`config.mk`:
```
export PLATFORM = sky130hd
export DESIGN_NAME = joy_videopac_if
export DESIGN_NICKNAME = d
export VERILOG_FILES = /design/src/rtl/joy_pkg.sv /design/src/rtl/joy_debounce.sv /design/src/rtl/joy_videopac_if.sv
export SDC_FILE = /design/constraint.sdc
export NUM_CORES = 1
export LEC_CHECK = 0
export BUFFER_PORTS_ARGS = -buffer_cell sky130_fd_sc_hd__buf_2
export CORE_MARGIN = 8
export CORE_UTILIZATION = 55
export CTS_BUF_LIST = sky130_fd_sc_hd__clkbuf_8 sky130_fd_sc_hd__clkbuf_16
export CTS_CLUSTER_DIAMETER = 50
export CTS_CLUSTER_SIZE = 14
export DETAILED_ROUTE_END_ITERATION = 10
export GPL_TIMING_DRIVEN = 0
export PLACE_DENSITY_LB_ADDON = 0.3
export SLEW_MARGIN = 20
export SYNTH_ARGS = -nofsm -noshare
export SYNTH_HDL_FRONTEND = slang
export SYNTH_SLANG_ARGS = --single-unit
```
`constraint.sdc`:
```
create_clock -name clk -period 4.2 [get_ports clk]
set_input_delay 0.21 -clock clk [delete_from_list [all_inputs] [get_ports clk]]
set_output_delay 0.21 -clock clk [all_outputs]
set_load 0.01 [all_outputs]
```
`src/rtl/joy_pkg.sv`:
```
// Shared constants and pad-word helper for the joystick -> Videopac adapter.
package joy_pkg;

  localparam int JOY_W = 12;
  localparam int PAD_W = 5;

  // Decoder bit order: MXYZ SACB RLDU
  localparam int JOY_U = 0;
  localparam int JOY_D = 1;
  localparam int JOY_L = 2;
  localparam int JOY_R = 3;
  localparam int JOY_B = 4;
  localparam int JOY_C = 5;
  localparam int JOY_A = 6;
  localparam int JOY_S = 7;
  localparam int JOY_Z = 8;
  localparam int JOY_Y = 9;
  localparam int JOY_X = 10;
  localparam int JOY_M = 11;

  // Videopac joystick word fields
  localparam int PAD_U    = 0;
  localparam int PAD_D    = 1;
  localparam int PAD_L    = 2;
  localparam int PAD_R    = 3;
  localparam int PAD_FIRE = 4;

  typedef logic [PAD_W-1:0] pad_t;

  // Active-high debounced pad -> Videopac word; opposing directions cancel.
  function automatic pad_t joy_to_pad(input logic [JOY_W-1:0] s, input logic xyz_gate);
    pad_t p;
    p = '0;
    p[PAD_U]    = s[JOY_U] & ~s[JOY_D];
    p[PAD_D]    = s[JOY_D] & ~s[JOY_U];
    p[PAD_L]    = s[JOY_L] & ~s[JOY_R];
    p[PAD_R]    = s[JOY_R] & ~s[JOY_L];
    p[PAD_FIRE] = s[JOY_A] | s[JOY_B] | s[JOY_C] |
                  ((s[JOY_X] | s[JOY_Y] | s[JOY_Z]) & xyz_gate);
    return p;
  endfunction

endpackage

```
`src/rtl/joy_debounce.sv`:
```
// Per-bit frame debouncer: a bit changes only after FRAMES consecutive
// differing samples.
module joy_debounce #(
  parameter int unsigned WIDTH  = 24,
  parameter int unsigned FRAMES = 2
) (
  input  logic             clk,
  input  logic             reset,
  input  logic             tick,
  input  logic [WIDTH-1:0] raw,
  output logic [WIDTH-1:0] stable
);

  localparam logic [3:0] FR = 4'(FRAMES);

  logic [3:0]       count      [WIDTH];
  logic [3:0]       count_next [WIDTH];
  logic [WIDTH-1:0] stable_next;

  // Next stable value and disagreement count for every bit
  always_comb begin
    for (int unsigned i = 0; i < WIDTH; i++) begin
      stable_next[i] = stable[i];
      count_next[i]  = count[i];
      if (raw[i] == stable[i]) begin
        count_next[i] = '0;
      end else if (count[i] + 4'd1 == FR) begin
        stable_next[i] = raw[i];
        count_next[i]  = '0;
      end else begin
        count_next[i] = count[i] + 4'd1;
      end
    end
  end

  // State advances only on frame ticks
  always_ff @(posedge clk or posedge reset) begin
    if (reset) begin
      stable <= '0;
      for (int unsigned i = 0; i < WIDTH; i++) count[i] <= '0;
    end else if (tick) begin
      stable <= stable_next;
      count  <= count_next;
    end
  end

endmodule

```
`src/rtl/joy_videopac_if.sv`:
```
// Converts two Mega Drive pads into Videopac joystick words, paced by vsync.
module joy_videopac_if
  import joy_pkg::*;
#(
  parameter int unsigned DEBOUNCE_FRAMES = 2,
  parameter int unsigned AUTOFIRE_HALF   = 3,
  parameter int unsigned HOLD_FRAMES     = 60
) (
  input  logic             clk,
  input  logic             reset,
  input  logic             vsync_n_s,
  input  logic [JOY_W-1:0] joy1_i,
  input  logic [JOY_W-1:0] joy2_i,
  input  logic             swap_i,
  input  logic             autofire_en_i,
  output logic [PAD_W-1:0] pad0_o,
  output logic [PAD_W-1:0] pad1_o,
  output logic             osd_req_o
);

  localparam logic [3:0] AF_LAST  = 4'(AUTOFIRE_HALF - 1);
  localparam logic [7:0] HOLD_MAX = 8'(HOLD_FRAMES);

  logic [1:0]         vs_hist;
  logic               tick;
  logic               tick_d;
  logic [2*JOY_W-1:0] raw;
  logic [2*JOY_W-1:0] stable;
  logic [3:0]         af_count;
  logic               phase;
  logic               swap_q;
  logic [7:0]         hold;
  logic               xyz_gate;
  pad_t               pad_a;
  pad_t               pad_b;
  logic               unused_menu2;

  assign raw          = ~{joy2_i, joy1_i};
  assign unused_menu2 = stable[JOY_W+JOY_M] ^ stable[JOY_W+JOY_S];

  // Frame tick detection; tick is registered so state updates one edge later
  always_ff @(posedge clk or posedge reset) begin
    if (reset) begin
      vs_hist <= 2'b11;
      tick    <= 1'b0;
      tick_d  <= 1'b0;
    end else begin
      vs_hist <= {vs_hist[0], vsync_n_s};
      tick    <= vs_hist[1] & ~vs_hist[0];
      tick_d  <= tick;
    end
  end

  joy_debounce #(
    .WIDTH  (2*JOY_W),
    .FRAMES (DEBOUNCE_FRAMES)
  ) u_debounce (
    .clk    (clk),
    .reset  (reset),
    .tick   (tick),
    .raw    (raw),
    .stable (stable)
  );

  // Shared autofire phase; held in the "fire" phase while autofire is off
  always_ff @(posedge clk or posedge reset) begin
    if (reset) begin
      af_count <= '0;
      phase    <= 1'b1;
    end else if (!autofire_en_i) begin
      af_count <= '0;
      phase    <= 1'b1;
    end else if (tick) begin
      if (af_count == AF_LAST) begin
        af_count <= '0;
        phase    <= ~phase;
      end else begin
        af_count <= af_count + 4'd1;
      end
    end
  end

  // Player swap is frame-aligned
  always_ff @(posedge clk or posedge reset) begin
    if (reset) swap_q <= 1'b0;
    else if (tick) swap_q <= swap_i;
  end

  // Pad words from debounced state
  always_comb begin
    xyz_gate = phase | ~autofire_en_i;
    pad_a    = joy_to_pad(stable[JOY_W-1:0], xyz_gate);
    pad_b    = joy_to_pad(stable[2*JOY_W-1:JOY_W], xyz_gate);
  end

  // MODE+START hold counter on physical pad 1; it runs one edge after the
  // debouncer so it sees this frame's stable value, and drives the
  // registered request directly.
  always_ff @(posedge clk or posedge reset) begin
    if (reset) begin
      hold      <= '0;
      osd_req_o <= 1'b0;
    end else begin
      osd_req_o <= 1'b0;
      if (tick_d) begin
        if (stable[JOY_M] & stable[JOY_S]) begin
          if (hold != HOLD_MAX) hold <= hold + 8'd1;
          osd_req_o <= (hold == HOLD_MAX - 8'd1);
        end else begin
          hold <= '0;
        end
      end
    end
  end

  // Output registers load once per frame
  always_ff @(posedge clk or posedge reset) begin
    if (reset) begin
      pad0_o <= '0;
      pad1_o <= '0;
    end else if (tick_d) begin
      pad0_o <= swap_q ? pad_b : pad_a;
      pad1_o <= swap_q ? pad_a : pad_b;
    end
  end

endmodule
```
==> results.toml, run 1 <==
[clock_tree]
cts.reportedPaths.clkPinSlew_ns = 0.06
maximum_count_of_clock_buffers_along_a_single_path = 2
tritoncts = "built"
clk_root_buffer_cell = "clkbuf_16"
ctsResizeCount = 0
clock_insertion_delay_worst_skew_ns = 0.42
clock_sink_count = 139
htreeDepth = 4
cts_buffers = 17

[sta]
timing.final.hold_violations = 0
timing_max_transition_violations_final = 0
clock_skew_ns = 0.00662
unrepaired_setup_endpoints_after_global_routing = "no"
post-route-worst-setup-slack_ns = 2.39
maxClockFrequency_mhz = 551
max-slew-margin-rel = 0.548
min_clock_period_post_route_ns = 1.81
final.setup.tns_ns = 0
final-setup-viol-count = 0
final.period_utilization = 0.432
worst_slew_pin_slew_ns = 0.678

[synthesis]
synthCells = 828
syn_avg_cell_area_um2 = 9.77
synth_fp_nets = 905
yosysWarnings = 0
yosys.area.top_type_share = 0.421
synthArstFlopShare = 1.00
post_synth_num_cell_types = 39
synth_area_mm2 = 0.00809
synth.largest_area_cell = "dfrtp_1"
yosysSeqAreaShare = 0.430
top_count_cell_post_synth = "dfrtp_1"
ys_ff_latch = 139
number_of_flops_mapped_to_enable_cells_by_yosys = 0
yosys_most_used_dff = "dfrtp_1"
synth_common_cells = "dfrtp_1, o21ai_0, nand2b_1"
ys_top_cells_by_area = "dfrtp_1, ha_1, o21ai_0, nand2b_1, a41oi_2"

[worst_setup_path]
critical_path.reg2reg.endpoint = "u_debounce.count[11]"
criticalPathCategory = "reg -> reg"
crit_buf_inv = 2
largest_fanout_of_any_net_on_the_critical_path = 10
endpoint_kind_of_the_worst_setup_timing_path = "flip-flop"
worstRegToRegCells = 5
cp.required_ns = 4.49
path_common_cell = "o21ai_0"
worstSetupStartpoint = "tick"
critical_path.top_delay_family = "buffers and inverters"
setup.reg_to_reg.worst_slack_ns = 2.39
worst_ep_arrival_time_ns = 2.11
crit_slowest_cell = "clkbuf_1"
worstSetupStartpointType = "flip-flop"
cp_cell_sequence = "buf_2 > clkbuf_1 > o21ai_0 > nand2_1 > o21ai_0"
worst_path_largest_cell_delay_ns = 0.55
crit-reg2reg-launch = "tick"

[floorplanning]
area_of_the_die_mm2 = 0.0189
die_y_um = 137
design.core.area_mm2 = 0.0145
die_w_um = 137
row_count = 44
floorplan.initialDensity = 0.559
floorplan.io_pins = 40

[power_and_ir_drop]
vdd_ir_drop_max_v = 0.000374
post-layout-total-power_mw = 5.47
power_leakage_nw = 3.97
power-per-cell-area_mw_per_mm2 = 583

[worst_hold_path]
hp-class = "in -> reg"
hold-path-endpoint = "u_debounce.stable[8]"
worstHoldStart = "joy1_i[8]"
whs_path_depth = 2

[global_routing]
number_of_global_route_vias_before_repair = 6277
grt_use_total = 0.204
largest_net_degree_at_the_start_of_global_routing = 103
first_pass_grt_wire_length_mm = 30.7
grt_overflow_total = 0
antenna_found_initial = 0

[run_status]
status = "completed"

[place]
dp.final_hpwl_mm = 12.2
gpl.final_weighted_congestion = 0.792
dpl-instance-area_mm2 = 0.00854
post-place-ws_ns = 2.35
number_of_buffers_added_on_ports = 37

[drt]
drt_wl_total_mm = 17.9
vias_per_cell = 5.87
routed_wire_length_per_instance_um = 16.3
route.detailed.drc = 0
drt-initial-drc-count = 402
drt_pre_antenna_iters = 5
final_antenna_net_count = 0
route.vias.total = 6454

[cells_and_area]
finalNetCount = 980
final_layout_size_suffix_gt1_frac = 0.140
syn2layout_area_growth_pct = 15.9
fillers = 1171
finish.instance_area_mm2 = 0.00938
num_antenna_cells = 0

[run]
maxCapViolations = 0
[stage by stage]
stage / std cells / hold WS (ns) / util
after detailed placement: 1050 / 0.206 / 0.590
after floorplan: 828 / 0.214 / -
after global routing: 1100 / 0.0147 / 0.648
final: 1100 / 0.0128 / 0.648
after CTS: 1100 / 0.000698 / 0.648
after global placement: 1049 / 0.323 / 0.588
[worst max path at each step]
stage,endpoint,depth (start not counted)
3_5_place_dp,u_debounce.count[11],5
4_1_cts,u_debounce.count[11],5
3_3_place_gp,hold[3],2
5_1_grt,hold[6],6
6_report,u_debounce.count[11],5
2_1_floorplan,af_count[0],1
[registers in the layout (all words and copies together) (netlist names)]
| signal | flops |
|---|---|
| swap_q | 1 |
| tick_d | 1 |
| pad0_o | 5 |
| u_debounce.count | 88 |
| tick | 1 |
| vs_hist | 2 |
| phase | 1 |
| hold | 8 |
| osd_req_o | 1 |
| af_count | 4 |
| u_debounce.stable | 22 |
| pad1_o | 5 |
[power breakdown]
part,switching (mW),internal (mW),total [mW]
logic,0.852,0.698,1.55
clock network,0.567,1.10,1.67
registers,0.533,1.72,2.25
total,1.95,3.52,5.47
[timing repair]
action                    4_1_cts  5_1_grt
hold endpoints to repair       54        0
setup buffers                   0        0
hold buffers                   18        0
[cell usage in the layout (no fill, tap or decap), types with 2 or more instances in the layout]
master / instances
nand2b_1: 89
nand3b_1: 22
ha_1: 48
buf_4: 2
inv_1: 34
o211ai_1: 2
buf_2: 44
dfstp_2: 3
clkbuf_1: 9
o32ai_1: 22
a21oi_1: 12
a21bo_2: 22
nand3_1: 2
and3_1: 26
nor2b_1: 28
mux2i_1: 3
a31oi_1: 12
clkinvlp_4: 3
xor2_1: 23
nand4_1: 5
nor2_1: 13
clkbuf_16: 17
a41oi_2: 22
bufinv_16: 6
o21ai_0: 120
clkinv_2: 4
and2_1: 2
o31ai_1: 44
nor3_1: 36
nand2_1: 73
dlygate4sd3_1: 18
dfrtp_1: 136
[worst register-to-register path: stages, from the launching register on]
cell      delay [ns]
dfrtp_1         0.43
buf_2           0.27
clkbuf_1        0.55
o21ai_0         0.23
nand2_1         0.12
o21ai_0         0.09
[cells by family after synthesis]
| kind of cell | after synthesis | synth area share |
|---|---|---|
| AO/OA/AOI/OAI | 260 | 0.233 |
| AND/OR/NAND/NOR | 300 | 0.204 |
| XOR/XNOR | 24 | 0.0260 |
| multiplexers | 4 | 0.00557 |
| buffers and inverters | 53 | 0.0275 |
| flip-flops | 139 | 0.430 |
| adder cells (fa/ha/maj) | 48 | 0.0742 |
[layer usage]
layer	GRT usage	vias up	routed length (µm)
met4	0.0537	0	206
li1	-	3188	-
met3	0.0562	17	876
met5	0	-	0
met1	0.264	3123	8270
met2	0.331	126	8530
[layout make-up]
cell class	count	area, µm²	share of cell area
multi-input combinational	636	4390	0.468
sequential	139	3480	0.371
clock buffer	17	425	0.0454
timing repair buffer	56	393	0.0419
clock inverter	15	230	0.0245
tap	184	230	0.0245
inverter	34	135	0.0144
buffer	19	95.1	0.0101
Power figures use the tool's default switching activity.
==> run 2: changes to the inputs <==
clock period = 1.6 ns   (was 4.2 ns; I/O delays follow)
==> run 2 against run 1 <==
Compared with the run above:
- routed wire length up 1.5%
- critical endpoint is now hold[0]
- sequential power rose to 2.6 times the previous value
- clock skew down 0.00086 ns
- sequential share of layout area down 0.74 points
==> results.toml, run 2 (synthesis gave the netlist of run 1 again) <==
[drt]
vias_per_cell = 5.89
final_antenna_net_count = 0
wl_met2_mm = 8.56
drt_wl_total_mm = 18.1
wl_met3_um = 763
highest_layer = "met4"
m1WireLength_mm = 8.51
drt-initial-drc-count = 436
route.vias.total = 6562
route.detailed.drc = 0
routed_wire_length_per_instance_um = 16.3
drt_pre_antenna_iters = 5

[place]
post-place-ws_ns = -0.221
number_of_buffers_added_on_ports = 37
gpl.final_weighted_congestion = 0.843
dp.final_hpwl_mm = 12.5

[worst_setup_path]
cp_cell_sequence = "inv_2 > ha_4 > and3_4 > nand4_1 > o21a_2 > mux2_4"
largest_fanout_of_any_net_on_the_critical_path = 3
cp.required_ns = 1.91
worst_path_largest_cell_delay_ns = 0.40
endpoint_kind_of_the_worst_setup_timing_path = "flip-flop"
setup.reg_to_reg.worst_slack_ns = 0.004
crit_slowest_cell = "dfrtp_1"
criticalPathCategory = "reg -> reg"
worstSetupStartpointType = "flip-flop"
worst_ep_arrival_time_ns = 1.91

[floorplanning]
area_of_the_die_mm2 = 0.0189
design.core.area_mm2 = 0.0145
floorplan.io_pins = 40
floorplan.initialDensity = 0.559
die_w_um = 137
die_y_um = 137
row_count = 44

[clock_tree]
clk_root_buffer_cell = "clkbuf_16"
htreeDepth = 4
clock_sink_count = 139
clock_insertion_delay_worst_skew_ns = 0.43
tritoncts = "built"
maximum_count_of_clock_buffers_along_a_single_path = 2
cts.reportedPaths.clkPinSlew_ns = 0.06
cts_buffers = 17

[power_and_ir_drop]
vdd_ir_drop_max_v = 0.000871
post-layout-total-power_mw = 14.4
power_leakage_nw = 4.07
power-per-cell-area_mw_per_mm2 = 1500

[global_routing]
antenna_found_initial = 0
grt_use_total = 0.202
largest_net_degree_at_the_start_of_global_routing = 33
first_pass_grt_wire_length_mm = 30.0
grt_overflow_total = 0
number_of_global_route_vias_before_repair = 6231

[cells_and_area]
final_layout_size_suffix_gt1_frac = 0.175
layout.core_utilization = 0.664
leading_registers_by_flop_count = "u_debounce.count: 88 flops, u_debounce.stable: 22 flops, hold: 8 flops"
syn2layout_area_growth_pct = 18.8
finalNetCount = 994
largest_reg_flops = 88
final_cell_mix = "dfrtp_1, o21ai_0, nand2b_1"
layout_commonest_cell = "dfrtp_1"
largest_register = "u_debounce.count"
num_antenna_cells = 0

[sta]
post-route-worst-setup-slack_ns = 0.00377
whs_ns = 0.266
clock_skew_ns = 0.00577
unrepaired_setup_endpoints_after_global_routing = "yes"
final-setup-viol-count = 0
timing.final.hold_violations = 0
worst_slew_pin_slew_ns = 0.565
timing_max_transition_violations_final = 0
final.period_utilization = 0.998
min_clock_period_post_route_ns = 1.60
max-slew-margin-rel = 0.623
maxClockFrequency_mhz = 626

[run]
maxCapViolations = 0

[worst_hold_path]
hp-class = "in -> async"

[run_status]
status = "completed"
## run 2: changes by cell type in the layout (fill, tap and decap cells not counted), moves of 3 or more
cell | before | now
nor3_2 | 0 | 3
dlygate4sd3_1 | 18 | 26
buf_12 | 0 | 3
dfrtp_2 | 0 | 13
nor3_1 | 36 | 33
nor2b_1 | 28 | 25
nor2b_2 | 0 | 3
clkbuf_8 | 0 | 4
clkbuf_2 | 0 | 5
clkbuf_1 | 9 | 4
dfrtp_1 | 136 | 123
## run 2: path summary, 6_finish.rpt
check | from | to | cells past startpoint
worst max-delay path | hold[1] | hold[0] | 6
worst min-delay path | reset | u_debounce.count[49] | 3
worst max register to register | hold[1] | hold[0] | 6
worst min register to register | vs_hist[0] | vs_hist[1] | 0
max in group asynchronous | reset | u_debounce.count[68] | 5
min in group clk | vsync_n_s | vs_hist[0] | 2
## run 2: critical path, delay by kind of cell, from the launching register on
| kind | cells | cell delay [ns] |
|---|---|---|
| DFF | 1 | 0.40 |
| and+or+nand+nor | 2 | 0.30 |
| muxes | 1 | 0.29 |
| AOI/OAI and AO/OA | 1 | 0.27 |
| adders and majority gates | 1 | 0.13 |
| buffers and inverters | 1 | 0.08 |
## run 2: through the flow
stage | instance area (µm²) | instances | TNS, ns
floorplan | 8100 | 828 | -28.92
global placement | 8510 | 1049 | -161.62
detailed placement | 8630 | 1054 | -7.84
CTS | 9530 | 1113 | 0
global route | 9620 | 1114 | -0.0708
finish | 9620 | 1114 | 0
## run 2: area by class of cell
type | count | area [µm²]
clock inverter | 11 | 150
multi-input combinational | 636 | 4440
tap | 184 | 230
buffer | 18 | 100
inverter | 34 | 131
clock buffer | 21 | 480
sequential | 139 | 3500
fill | 1132 | 4860
timing repair buffer | 71 | 583
## run 2: power by group
group	switching [mW]	leakage, nW	total [mW]	internal [mW]
clock network	1.47	0.328	4.21	2.74
logic	2.28	1.93	4.22	1.94
registers	1.40	1.81	5.94	4.54
## run 2: timing repair
item,in CTS,in global routing
pin swaps,0,1
resized for setup,6,31
endpoints found under the hold margin,48,0
cloned,0,0
setup endpoints to repair,80,48
buffers inserted,1,2
hold buffers,26,0
## run 2: metal layers
metal / global-route usage / vias up
met5: 0 / -
met4: 0.0833 / 0
met3: 0.0492 / 27
met2: 0.321 / 119
met1: 0.259 / 3193
li1: - / 3223
==> run 3: changes to the inputs <==
SETUP_SLACK_MARGIN = 0.02   (was unset)
==> run 3 against run 2 <==
Compared with the run above:
- clock power hardly changed
- cell count barely moved
- sequential power about the same
- die area did not move
- global-route usage about the same
- setup slack improved by 0.045 ns
- clock-buffer cell count stayed put
- critical endpoint unchanged
==> results.toml, run 3 (synthesis gave the netlist of run 1 again) <==
[worst_setup_path]
worst_ep_arrival_time_ns = 1.86
crit_slowest_cell = "dfrtp_1"
cp_cell_sequence = "inv_2 > ha_4 > and3_4 > nand4_1 > o21a_1 > mux2_4"
criticalPathCategory = "reg -> reg"
largest_fanout_of_any_net_on_the_critical_path = 3
worst_path_largest_cell_delay_ns = 0.40
worstSetupStartpointType = "flip-flop"
cp.required_ns = 1.91
endpoint_kind_of_the_worst_setup_timing_path = "flip-flop"

[cells_and_area]
non_filler_instance_count_after_layout = 1115
final_layout_size_suffix_gt1_frac = 0.186
largest_reg_flops = 88
multiInputGateArea_mm2 = 0.00447
syn2layout_area_growth_pct = 19.5
num_antenna_cells = 0
largest_register = "u_debounce.count"
leading_registers_by_flop_count = "u_debounce.count: 88 flops, u_debounce.stable: 22 flops, hold: 8 flops"
final_cell_mix = "o21ai_0, dfrtp_1, nand2b_1"
finalNetCount = 995
fillers = 1111
layout.area.seq_mm2 = 0.00350

[sta]
final.period_utilization = 0.970
whs_ns = 0.262
unrepaired_setup_endpoints_after_global_routing = "yes"
timing.final.hold_violations = 0
timing_max_transition_violations_final = 0
max-slew-margin-rel = 0.624
final-setup-viol-count = 0
min_clock_period_post_route_ns = 1.55
maxClockFrequency_mhz = 644
worst_slew_pin_slew_ns = 0.559
clock_skew_ns = 0.00905

[global_routing]
grt_overflow_total = 0
grt_met3_use = 0.0485
largest_net_degree_at_the_start_of_global_routing = 33
use_met2 = 0.321
number_of_global_route_vias_before_repair = 6237
antenna_found_initial = 0
grt_use_total = 0.202
gr-max-usage-layer = "met2"
first_pass_grt_wire_length_mm = 30.0
met1_usage = 0.261

[clock_tree]
cts_buffers = 17
htreeDepth = 4
clk_root_buffer_cell = "clkbuf_16"
maximum_count_of_clock_buffers_along_a_single_path = 2
clock_insertion_delay_worst_skew_ns = 0.43
tritoncts = "built"
cts.reportedPaths.clkPinSlew_ns = 0.06
clock_sink_count = 139

[drt]
vias_per_cell = 5.85
route.detailed.drc = 0
drt_pre_antenna_iters = 5
final_antenna_net_count = 0
routed_wire_length_per_instance_um = 16.2
route.vias.total = 6525
drt_wl_total_mm = 18.1
drt-initial-drc-count = 452

[place]
gpl.final_weighted_congestion = 0.843
dpl.cell_count = 1054
number_of_buffers_added_on_ports = 37
dp.final_hpwl_mm = 12.5

[run_status]
status = "completed"

[power_and_ir_drop]
power-per-cell-area_mw_per_mm2 = 1490
power_leakage_nw = 4.08
vdd_ir_drop_max_v = 0.000873
post-layout-total-power_mw = 14.4

[floorplanning]
row_count = 44
die_y_um = 137
area_of_the_die_mm2 = 0.0189
design.core.area_mm2 = 0.0145
floorplan.initialDensity = 0.559
die_w_um = 137
floorplan.io_pins = 40

[worst_hold_path]
hp-class = "in -> async"

[run]
maxCapViolations = 0
==> run 3: cell count changes in the layout (fill, tap and decap cells not counted), moves of 2 or more <==
cell and delta:
buf_2 -2, buf_6 +2, clkbuf_4 +2, dfrtp_1 -4
dfrtp_2 +4, nor3_1 -2, nor3_2 +2
==> run 3: final timing paths <==
path | cells past startpoint | to | from | slack, ns
max | 6 | hold[0] | hold[1] | 0.05
min | 3 | u_debounce.count[49] | reset | 0.26
max reg2reg | 6 | hold[0] | hold[1] | 0.05
min reg2reg | 0 | vs_hist[1] | vs_hist[0] | 0.37
max in group asynchronous | 5 | u_debounce.count[76] | reset | 0.60
min in group clk | 2 | vs_hist[0] | vsync_n_s | 0.29
==> run 3: critical path: cells and delay by family, from the launching register on <==
kind / cells / cell delay (ns)
flops: 1 / 0.40
simple gates: 2 / 0.30
mux: 1 / 0.30
compound gates: 1 / 0.24
fa+ha+maj: 1 / 0.12
buf+inv: 1 / 0.08
==> run 3: final cells by class <==
| cell class | count | share of cell area |
|---|---|---|
| multi-input combinational | 636 | 0.462 |
| sequential | 139 | 0.362 |
| timing repair buffer | 71 | 0.0607 |
| clock buffer | 21 | 0.0497 |
| tap | 184 | 0.0238 |
| clock inverter | 11 | 0.0155 |
| inverter | 34 | 0.0136 |
| buffer | 19 | 0.0120 |
==> run 3: per-stage QoR <==
step                cell area [µm²]  setup slack (ns)   util  setup TNS [ns]
floorplan                      8100            -0.213      -          -28.92
global placement               8510             -1.15  0.588         -161.62
detailed placement             8630            -0.221  0.596           -7.84
CTS                            9550            0.0238  0.659               0
global route                   9670           -0.0231  0.668         -0.0231
finish                         9670            0.0484  0.668               0
==> run 3: power by group <==
part | total [mW] | switching, mW | internal (mW)
logic | 4.23 | 2.28 | 1.95
registers | 5.95 | 1.40 | 4.55
clock network | 4.21 | 1.47 | 2.74
total | 14.4 | 5.15 | 9.24
==> run 3: per-layer routing <==
metal	share of wire	vias to the layer above
met3	0.049	19
met4	0.014	0
met2	0.47	124
met1	0.46	3170
li1	-	3212
met5	0	-
==> run 3: what timing repair did <==
action,CTS,global route
hold endpoints to repair,48,0
pin swaps,2,1
hold buffers,26,0
buffers inserted,2,1
setup endpoints to repair,81,46
resized for setup,8,42
